File: src/rtl/regfile_access_arbiter.sv
// Shares one single-access 32x32 register file between writeback, decode and debug.
// Grants one slot per cycle, drops x0 writes, routes read responses and sequences RF clearing.
module regfile_access_arbiter #(
  parameter int INIT_CYCLES  = 2,
  parameter int DBG_MAX_WAIT = 8
) (
  input  logic        i_clk,
  input  logic        i_reset_n,
  input  logic        i_wb_valid,
  input  logic [4:0]  i_wb_rd,
  input  logic [31:0] i_wb_data,
  output logic        o_wb_ready,
  input  logic        i_dec_valid,
  input  logic [4:0]  i_dec_rs1,
  input  logic [4:0]  i_dec_rs2,
  output logic        o_dec_ready,
  output logic        o_dec_rsp_valid,
  output logic [31:0] o_rs1_data,
  output logic [31:0] o_rs2_data,
  input  logic        i_dbg_valid,
  input  logic        i_dbg_we,
  input  logic [4:0]  i_dbg_addr,
  input  logic [31:0] i_dbg_wdata,
  output logic        o_dbg_ready,
  output logic        o_dbg_rsp_valid,
  output logic [31:0] o_dbg_rdata,
  output logic        o_rf_reset,
  output logic        o_rf_we,
  output logic [4:0]  o_rf_waddr,
  output logic [31:0] o_rf_wdata,
  output logic [4:0]  o_rf_raddr1,
  output logic [4:0]  o_rf_raddr2,
  input  logic [31:0] i_rf_rdata1,
  input  logic [31:0] i_rf_rdata2
);

  localparam int IW = (INIT_CYCLES > 1) ? $clog2(INIT_CYCLES) : 1;
  localparam int WW = $clog2(DBG_MAX_WAIT + 1);
  localparam logic [IW-1:0] INIT_LAST = IW'(INIT_CYCLES - 1);
  localparam logic [WW-1:0] WAIT_MAX  = WW'(DBG_MAX_WAIT);

  typedef enum logic {
    S_INIT = 1'b0,
    S_RUN  = 1'b1
  } state_t;

  state_t        state_r, state_s;
  logic [IW-1:0] init_cnt_r, init_cnt_s;
  logic [WW-1:0] dbg_wait_r;
  logic          dec_rsp_r, dbg_rsp_r;

  logic run_s;
  logic wb_x0_s, dbg_x0_s, wb_need_s, dbg_need_s, promote_s;
  logic gnt_wb_s, gnt_dec_s, gnt_dbg_s;

  // State and init-counter registers
  always_ff @(posedge i_clk or negedge i_reset_n) begin
    if (!i_reset_n) begin
      state_r    <= S_INIT;
      init_cnt_r <= {IW{1'b0}};
    end else begin
      state_r    <= state_s;
      init_cnt_r <= init_cnt_s;
    end
  end

  // Next state: hold S_INIT for INIT_CYCLES edges after release, then run forever
  always_comb begin
    state_s    = state_r;
    init_cnt_s = init_cnt_r;
    case (state_r)
      S_INIT: begin
        if (init_cnt_r == INIT_LAST) begin
          state_s    = S_RUN;
          init_cnt_s = {IW{1'b0}};
        end else begin
          init_cnt_s = init_cnt_r + IW'(1);
        end
      end
      S_RUN:   state_s = S_RUN;
      default: state_s = S_INIT;
    endcase
  end

  assign run_s      = (state_r == S_RUN);
  assign o_rf_reset = (state_r == S_INIT);

  // Writes to x0 are acknowledged without consuming the register-file slot
  assign wb_x0_s    = i_wb_valid & (i_wb_rd == 5'd0);
  assign dbg_x0_s   = i_dbg_valid & i_dbg_we & (i_dbg_addr == 5'd0);
  assign wb_need_s  = i_wb_valid & ~wb_x0_s;
  assign dbg_need_s = i_dbg_valid & ~dbg_x0_s;
  assign promote_s  = (dbg_wait_r == WAIT_MAX);

  // Slot arbitration: promoted debug > writeback > decode > debug
  always_comb begin
    gnt_wb_s  = 1'b0;
    gnt_dec_s = 1'b0;
    gnt_dbg_s = 1'b0;
    if (!run_s) begin
      gnt_dbg_s = 1'b0;
    end else if (promote_s && dbg_need_s) begin
      gnt_dbg_s = 1'b1;
    end else if (wb_need_s) begin
      gnt_wb_s = 1'b1;
    end else if (i_dec_valid) begin
      gnt_dec_s = 1'b1;
    end else if (dbg_need_s) begin
      gnt_dbg_s = 1'b1;
    end else begin
      gnt_dbg_s = 1'b0;
    end
  end

  assign o_wb_ready  = run_s & (wb_x0_s | gnt_wb_s);
  assign o_dec_ready = gnt_dec_s;
  assign o_dbg_ready = run_s & (dbg_x0_s | gnt_dbg_s);

  // Register-file command mux; read ports idle on decode addresses
  always_comb begin
    o_rf_we     = 1'b0;
    o_rf_waddr  = 5'd0;
    o_rf_wdata  = 32'd0;
    o_rf_raddr1 = i_dec_rs1;
    o_rf_raddr2 = i_dec_rs2;
    if (gnt_wb_s) begin
      o_rf_we    = 1'b1;
      o_rf_waddr = i_wb_rd;
      o_rf_wdata = i_wb_data;
    end else if (gnt_dbg_s && i_dbg_we) begin
      o_rf_we    = 1'b1;
      o_rf_waddr = i_dbg_addr;
      o_rf_wdata = i_dbg_wdata;
    end else if (gnt_dbg_s) begin
      o_rf_raddr1 = i_dbg_addr;
      o_rf_raddr2 = i_dbg_addr;
    end else begin
      o_rf_raddr1 = i_dec_rs1;
      o_rf_raddr2 = i_dec_rs2;
    end
  end

  // Debug starvation counter: saturating count of denied debug cycles
  always_ff @(posedge i_clk or negedge i_reset_n) begin
    if (!i_reset_n) begin
      dbg_wait_r <= {WW{1'b0}};
    end else if (!run_s || o_dbg_ready) begin
      dbg_wait_r <= {WW{1'b0}};
    end else if (i_dbg_valid && (dbg_wait_r != WAIT_MAX)) begin
      dbg_wait_r <= dbg_wait_r + WW'(1);
    end else begin
      dbg_wait_r <= dbg_wait_r;
    end
  end

  // Response flags follow the read grant by one cycle
  always_ff @(posedge i_clk or negedge i_reset_n) begin
    if (!i_reset_n) begin
      dec_rsp_r <= 1'b0;
      dbg_rsp_r <= 1'b0;
    end else begin
      dec_rsp_r <= gnt_dec_s;
      dbg_rsp_r <= gnt_dbg_s & ~i_dbg_we;
    end
  end

  assign o_dec_rsp_valid = dec_rsp_r;
  assign o_dbg_rsp_valid = dbg_rsp_r;
  assign o_rs1_data      = i_rf_rdata1;
  assign o_rs2_data      = i_rf_rdata2;
  assign o_dbg_rdata     = i_rf_rdata1;

endmodule

File: config.mk
export PLATFORM = sky130hd
export DESIGN_NAME = regfile_access_arbiter
export DESIGN_NICKNAME = d
export VERILOG_FILES = /design/src/rtl/regfile_access_arbiter.sv
export SDC_FILE = /design/constraint.sdc
export NUM_CORES = 1
export LEC_CHECK = 0
export CORE_AREA = 3 3 118 120
export CTS_CLUSTER_DIAMETER = 150
export DETAILED_ROUTE_END_ITERATION = 12
export DIE_AREA = 0 0 121 123
export GPL_ROUTABILITY_DRIVEN = 0
export PLACE_DENSITY = 0.55
export SYNTH_ARGS = -nofsm -noshare
export SYNTH_HDL_FRONTEND = slang
export SYNTH_SLANG_ARGS = --single-unit
File: constraint.sdc
create_clock -name i_clk -period 2.1 [get_ports i_clk]
set_input_delay 0.315 -clock i_clk [delete_from_list [all_inputs] [get_ports i_clk]]
set_output_delay 0.315 -clock i_clk [all_outputs]
set_load 0.01 [all_outputs]
==> results of run 1 <==
worst paths after layout:
check                         startpoint  slack (ns)         endpoint
max in group asynchronous      i_reset_n        1.43            run_s
min in group i_clk            i_wb_valid        0.40  o_dec_rsp_valid
setup / recovery              i_wb_rd[3]       -0.54   o_rf_wdata[31]
hold / removal                 i_reset_n        0.38  o_dec_rsp_valid
setup reg to reg           dbg_wait_r[0]        0.39  o_dec_rsp_valid
hold reg to reg               init_cnt_r        0.45       init_cnt_r
synth_stat cells (all sizes together):
cell type and count:
nor4 1, nor3 1, a31oi 2, or2 4, clkdlybuf4s50 1, a21oi 4, mux2 10, ha 2
nand3b 2, buf 104, inv 4, or4 1, nor2 6, nor2b 1, nand3 4, nor3b 2
a211oi 1, o21a 1, xnor2 1, o311a 1, nand4 3, dfrtp 8, a22o 37, a311oi 1
nand2 7
through the flow:
step / hold WS, ns / setup TNS [ns] / setup WS, ns
after global placement: 0.4425 / -56.36 / -1.196
after global routing: 0.4096 / -24.67 / -0.6213
final: 0.3803 / -20.90 / -0.5427
after floorplan: 0.01941 / -5.181 / -0.1805
after detailed placement: 0.4473 / -57.18 / -1.221
after CTS: 0.3999 / -27.38 / -0.7822
worst max-delay path: cells and delay by family:
kind / cells / cell delay (ns)
AOI/OAI and AO/OA: 2 / 0.46
buffers and inverters: 8 / 0.86
and+or+nand+nor: 2 / 0.69
registers in the layout, indices dropped and copies added, names as in the netlist:
register	cells
dbg_wait_r	4
o_dbg_rsp_valid	1
init_cnt_r	1
o_dec_rsp_valid	1
run_s	1
power by group through the flow:
| stage | Combinational (mW) | Clock (mW) | Sequential [mW] |
|---|---|---|---|
| global placement | 1.13 | 0 | 0.213 |
| finish | 1.44 | 0.332 | 0.216 |
| global route | 1.55 | 0.350 | 0.219 |
| CTS | 1.37 | 0.335 | 0.215 |
| floorplan | 0.689 | 0 | 0.228 |
| detailed placement | 1.14 | 0 | 0.215 |
cell type report:
cell class | instances | area share (%)
well taps | 176 | 5.958
inverters | 4 | 0.4062
flip-flops and latches | 8 | 5.416
clock buffers | 3 | 2.031
repair buffers | 205 | 55.89
multi-input cells | 92 | 30.30
cell usage in the layout (no fill, tap or decap), drive strengths merged, types with 2 or more instances in the layout:
cell type	n
dfrtp	8
dlymetal6s2s	3
a31oi	2
or2	4
mux2	10
nor3b	2
ha	2
nand3	4
inv	4
clkdlybuf4s50	84
nor2	6
nand4	3
clkdlybuf4s15	5
nand3b	2
buf	111
nand2	7
a22o	37
a21oi	4
clkbuf	4
cell families (layout without fill, tap and decap cells):
family,after synthesis,count (layout),synth area share [%]
buffers and inverters,109,212,45.89
AOI/OAI and AO/OA,47,47,23.82
and+or+nand+nor,32,32,11.00
muxes,10,10,6.268
DFF,8,8,11.14
adders and majority gates,2,2,1.393
xor gates and xnor gates,1,1,0.4876
layer usage:
metal | wire [microns] | up-vias | global-route usage, %
met2 | 3892 | 149 | 17.75
met5 | 0 | - | 0
met4 | 310 | 0 | 4.745
met3 | 908 | 42 | 2.425
met1 | 2539 | 839 | 9.300
li1 | - | 848 | -
repair_timing:
item                                    in CTS  in global routing
gates cloned                                 4                  0
endpoints found under the setup margin      51                 51
buffers inserted                            24                 10
gates resized for setup                    289                 30
pin swaps                                    7                 14
==> metrics.txt, run 1 <==
status finished with violations; violated checks negative setup slack; Crit. End Element output pin; sw frac between 30% and 40%; share of cells above drive strength 1 a little under three fifths; DRT Wirelength 7650 microns; post-synth top area cell buf_4; Cell Area, Synth 1797 sq um; Static Leak 1.676 nW; fin crit share 125.8%; crit path cell chain buf_6 > or4_4 > o311a_4 > buf_6 > nor3b_4 > buf_6 > buf_6 > buf_6 > buf_12 > buf_6 > a22o_4 > buf_6; Tot Pwr 1.987 mW; post-route cell area 3696 sq um; P_int 1.339 mW; CP most frequent cell buf_6; clock root cell clkbuf_16; fin. max-slew vios 0; diodes inserted 0; fin cells 488; DIE AREA 14880 sq um; Layout Skew roughly 0.0012 ns; Reg area roughly 200 sq um; setup repair after global routing missed its margin yes; number of global-route vias before repair around 2.0k; via count approximately 1.9k; CP max stage delay 0.53 ns; largest cells by area after synthesis buf_4 40%, a22o_2 17%, dfrtp_1 11%; worst setup path class input port to output pin; Yosys warnings 0; sw power 0.6479 mW; DP Wirelength 5655 microns; gr usage total 9.318%; total global routing overflow 0; Post-DP Area 3102 sq um; Worst slew margin around 72%; clock share of power 16.7%; Finished Core Util about 28%; Max Cap Violations 0; cts bufs inserted 3; largest net degree at the start of global routing 28; post-synth top area share 40.11%; Max FO, Critical Path 6; fin worst setup slack -0.5427 ns; worst path required time about 1.8 ns; area occupied by multi-input gates 1120 sq um; Synth Register Bits 8; H-tree Lvls 1; Period minus WS final approximately 2.6 ns; Core Area about 13000 sq um; Worst-Skew Late Latency 0.24 ns; Via-to-Cell Ratio around 3.8; VDD IR-drop max roughly 0.26 mV; Cell Pwr Density 537.5 nW/um^2; die width 121 microns; Final ANT Viol Nets 0; DR DRC count 0; starting density of the core 13.73%; drt initial violations 36; Slowest-stage cell, CP or4_4; critical path data arrival time 2.33 ns; die height 123 microns; area grow syn2layout 105.7%; Avg Cell Area, Syn 8.597 sq um; IO buf count around 140; Ports 304; first-pass GRT wire length 10860 microns; Comb pwr share 72.4%; Filler cells 1341; Clock Sinks 8; Rows 42; post-synthesis sequential area ratio 11.14%; Clock Tree Buf Depth 2; critical path startpoint category input port; setup violators final around 50; Syn Nets about 370; CTS tree yes; worst-margin pin slew 0.4159 ns; Hold Crit Class input port to async pin; Max Clk Rate 0.3784 GHz; Sequential Power Share 10.9%; WL per Instance about 16 microns; Synth cell types 29; Inst Count DP ~450; hold buffers post-CTS 0; initial antenna violation count 0; Pre-Repair DR Iteration Count 4; cell count after synthesis 209; Final Net Count 470; reg2reg path depth 8; final hold violation count 0; Reg clk slew, reported paths 0.04 ns
(Power assumes the default switching activity.)
==> run 2: changes to the inputs <==
SKIP_LAST_GASP = 1   (was not set)
==> run 2 against run 1 <==
Compared with the run above:
- the run still ends with negative setup slack left
- sequential cell count unchanged
- first-iteration DRC count up 42%
- maximum frequency about the same
- clock power about the same
- register-to-register slack about the same
- critical endpoint unchanged
- largest cell class unchanged
- largest power group unchanged
==> metrics.txt, run 2 (synthesis results as in run 1) <==
CP max stage delay 0.53 ns (about the same); violated checks negative setup slack; total global routing overflow 0 (unchanged); first-pass GRT wire length 10730 microns (-1.2%); setup repair after global routing missed its margin yes; area grow syn2layout 105.7% (unchanged); Layout Skew 0.001606 ns (+0.0004133 ns); max reg flops 4 (unchanged); Ports 304 (unchanged); fin crit share 125.8% (about the same); Worst slew margin 72.39% (+0.21 points); worst-margin pin slew 0.4128 ns (-0.003128 ns); VDD IR-drop max 0.2629 mV (+1.6%); setup violators final 51 (unchanged); drt initial violations 51 (+42%); Rows 42 (unchanged); Clock Sinks 8 (unchanged); clock root cell clkbuf_16; most common cell after layout, fill and taps aside clkdlybuf4s50_1; Max FO, Critical Path 6 (unchanged); diodes inserted 0 (unchanged); Period minus WS final 2.641 ns (-0.001813 ns); most frequent cells in the layout 83 x clkdlybuf4s50_1, 53 x buf_6, 33 x buf_4, 28 x a22o_4, 11 x clkdlybuf4s15_2; Reg with most FFs dbg_wait_r; gr usage total 9.221% (-0.097 points); initial antenna violation count 0 (unchanged); worst slack at placement -1.221 ns (unchanged); die width 121 microns (unchanged); via count 1873 (-0.27%); hold buffers post-CTS 0 (unchanged); Final ANT Viol Nets 0 (unchanged); CP most frequent cell buf_6; Static Leak 1.667 nW (-0.56%); R2R Setup Slk 0.38 ns (about the same); Final Net Count 469 (-0.21%); Worst Hold Margin 0.3785 ns (-0.001811 ns); share of cells above drive strength 1 56.91% (-0.14 points); status finished with violations; number of global-route vias before repair 1996 (-2.2%); die height 123 microns (unchanged); Pre-Repair DR Iteration Count 3 (-1); Worst-Skew Late Latency 0.24 ns (about the same); critical path startpoint category input port; DR DRC count 0 (unchanged); DIE AREA 14880 sq um (unchanged); Clock Tree Buf Depth 2 (unchanged); sum of buffers and inverters on the critical path 8 (unchanged); Max Clk Rate 0.3787 GHz (about the same); Filler cells 1339 (-0.15%); Core Area 13090 sq um (unchanged); Crit. End Element output pin; IO buf count 143 (unchanged); critical path data arrival time 2.33 ns (about the same); setup TNS -21.55 ns (-0.6537 ns); final hold violation count 0 (unchanged); H-tree Lvls 1 (unchanged); Cell Pwr Density 533.4 nW/um^2 (-0.77%); CP delay by family, top buffers and inverters; DP Wirelength 5655 microns (unchanged); cts bufs inserted 3 (unchanged); largest net degree at the start of global routing 28 (unchanged); fin. max-slew vios 0 (unchanged); DRT Wirelength 7607 microns (-0.56%); worst setup path class input port to output pin; crit path cell chain buf_6 > or4_4 > o311a_4 > buf_6 > nor3b_4 > buf_6 > buf_6 > buf_6 > buf_12 > buf_6 > a22o_4 > buf_6; fin worst setup slack -0.5409 ns (+0.001813 ns); Hold Crit Class input port to async pin; CTS tree yes; Via-to-Cell Ratio 3.846 (about the same); worst path required time 1.78 ns (about the same); Max Cap Violations 0 (unchanged); Tot Pwr 1.971 mW (-0.77%); starting density of the core 13.73% (unchanged); WL per Instance 15.62 microns (-0.36%); Slowest-stage cell, CP or4_4; Reg clk slew, reported paths 0.04 ns (about the same)
-- run 2: cell types whose count changed in the layout (fill, tap and decap cells not counted), sizes merged --
cell / previous run / this run
clkbuf: 4 / 5
buf: 111 / 102
dlymetal6s2s: 3 / 4
clkdlybuf4s50: 84 / 83
clkdlybuf4s15: 5 / 12
-- run 2: stage by stage --
| stage | std cells | cell area (sq um) | util, % |
|---|---|---|---|
| 3_3_place_gp | 452 | 3102 | 23.70 |
| 4_1_cts | 482 | 3538 | 27.04 |
| 2_1_floorplan | 209 | 1999 | - |
| 6_report | 487 | 3696 | 28.25 |
| 5_1_grt | 487 | 3696 | 28.25 |
| 3_5_place_dp | 452 | 3102 | 23.70 |
-- run 2: layout make-up --
class | count | area, sq um | area share (%)
Clock buffer | 3 | 75.07 | 2.031
Inverter | 4 | 15.01 | 0.4062
Multi-Input combinational cell | 92 | 1120 | 30.30
Sequential cell | 8 | 200.2 | 5.416
Tap cell | 176 | 220.2 | 5.958
Timing Repair Buffer | 204 | 2066 | 55.89
-- run 2: final timing paths --
check,startpoint,end,cells past startpoint
hold reg to reg,init_cnt_r,init_cnt_r,1
setup / recovery,i_wb_rd[3],o_rf_wdata[31],12
hold / removal,i_reset_n,dbg_wait_r[2],1
min in group i_clk,i_wb_valid,o_dec_rsp_valid,2
setup reg to reg,dbg_wait_r[0],dbg_wait_r[3],9
max in group asynchronous,i_reset_n,run_s,1
-- run 2: where the power goes --
group / switching [mW] / leakage (nW) / internal (mW)
Combinational: 0.535 / 1.53 / 0.887
Clock: 0.0861 / 0.0370 / 0.247
Sequential: 0.0224 / 0.0990 / 0.194
-- run 2: timing repair --
action	in CTS	in global routing
pin swaps	6	18
resized for setup	250	54
gates cloned	4	0
buffers inserted	24	8
endpoints found under the setup margin	51	51
-- run 2: routing by layer --
metal	share of wire, %	track usage [%]
met4	3.9	4.745
met3	11	2.425
met5	0	0
met1	34	9.353
met2	51	17.33
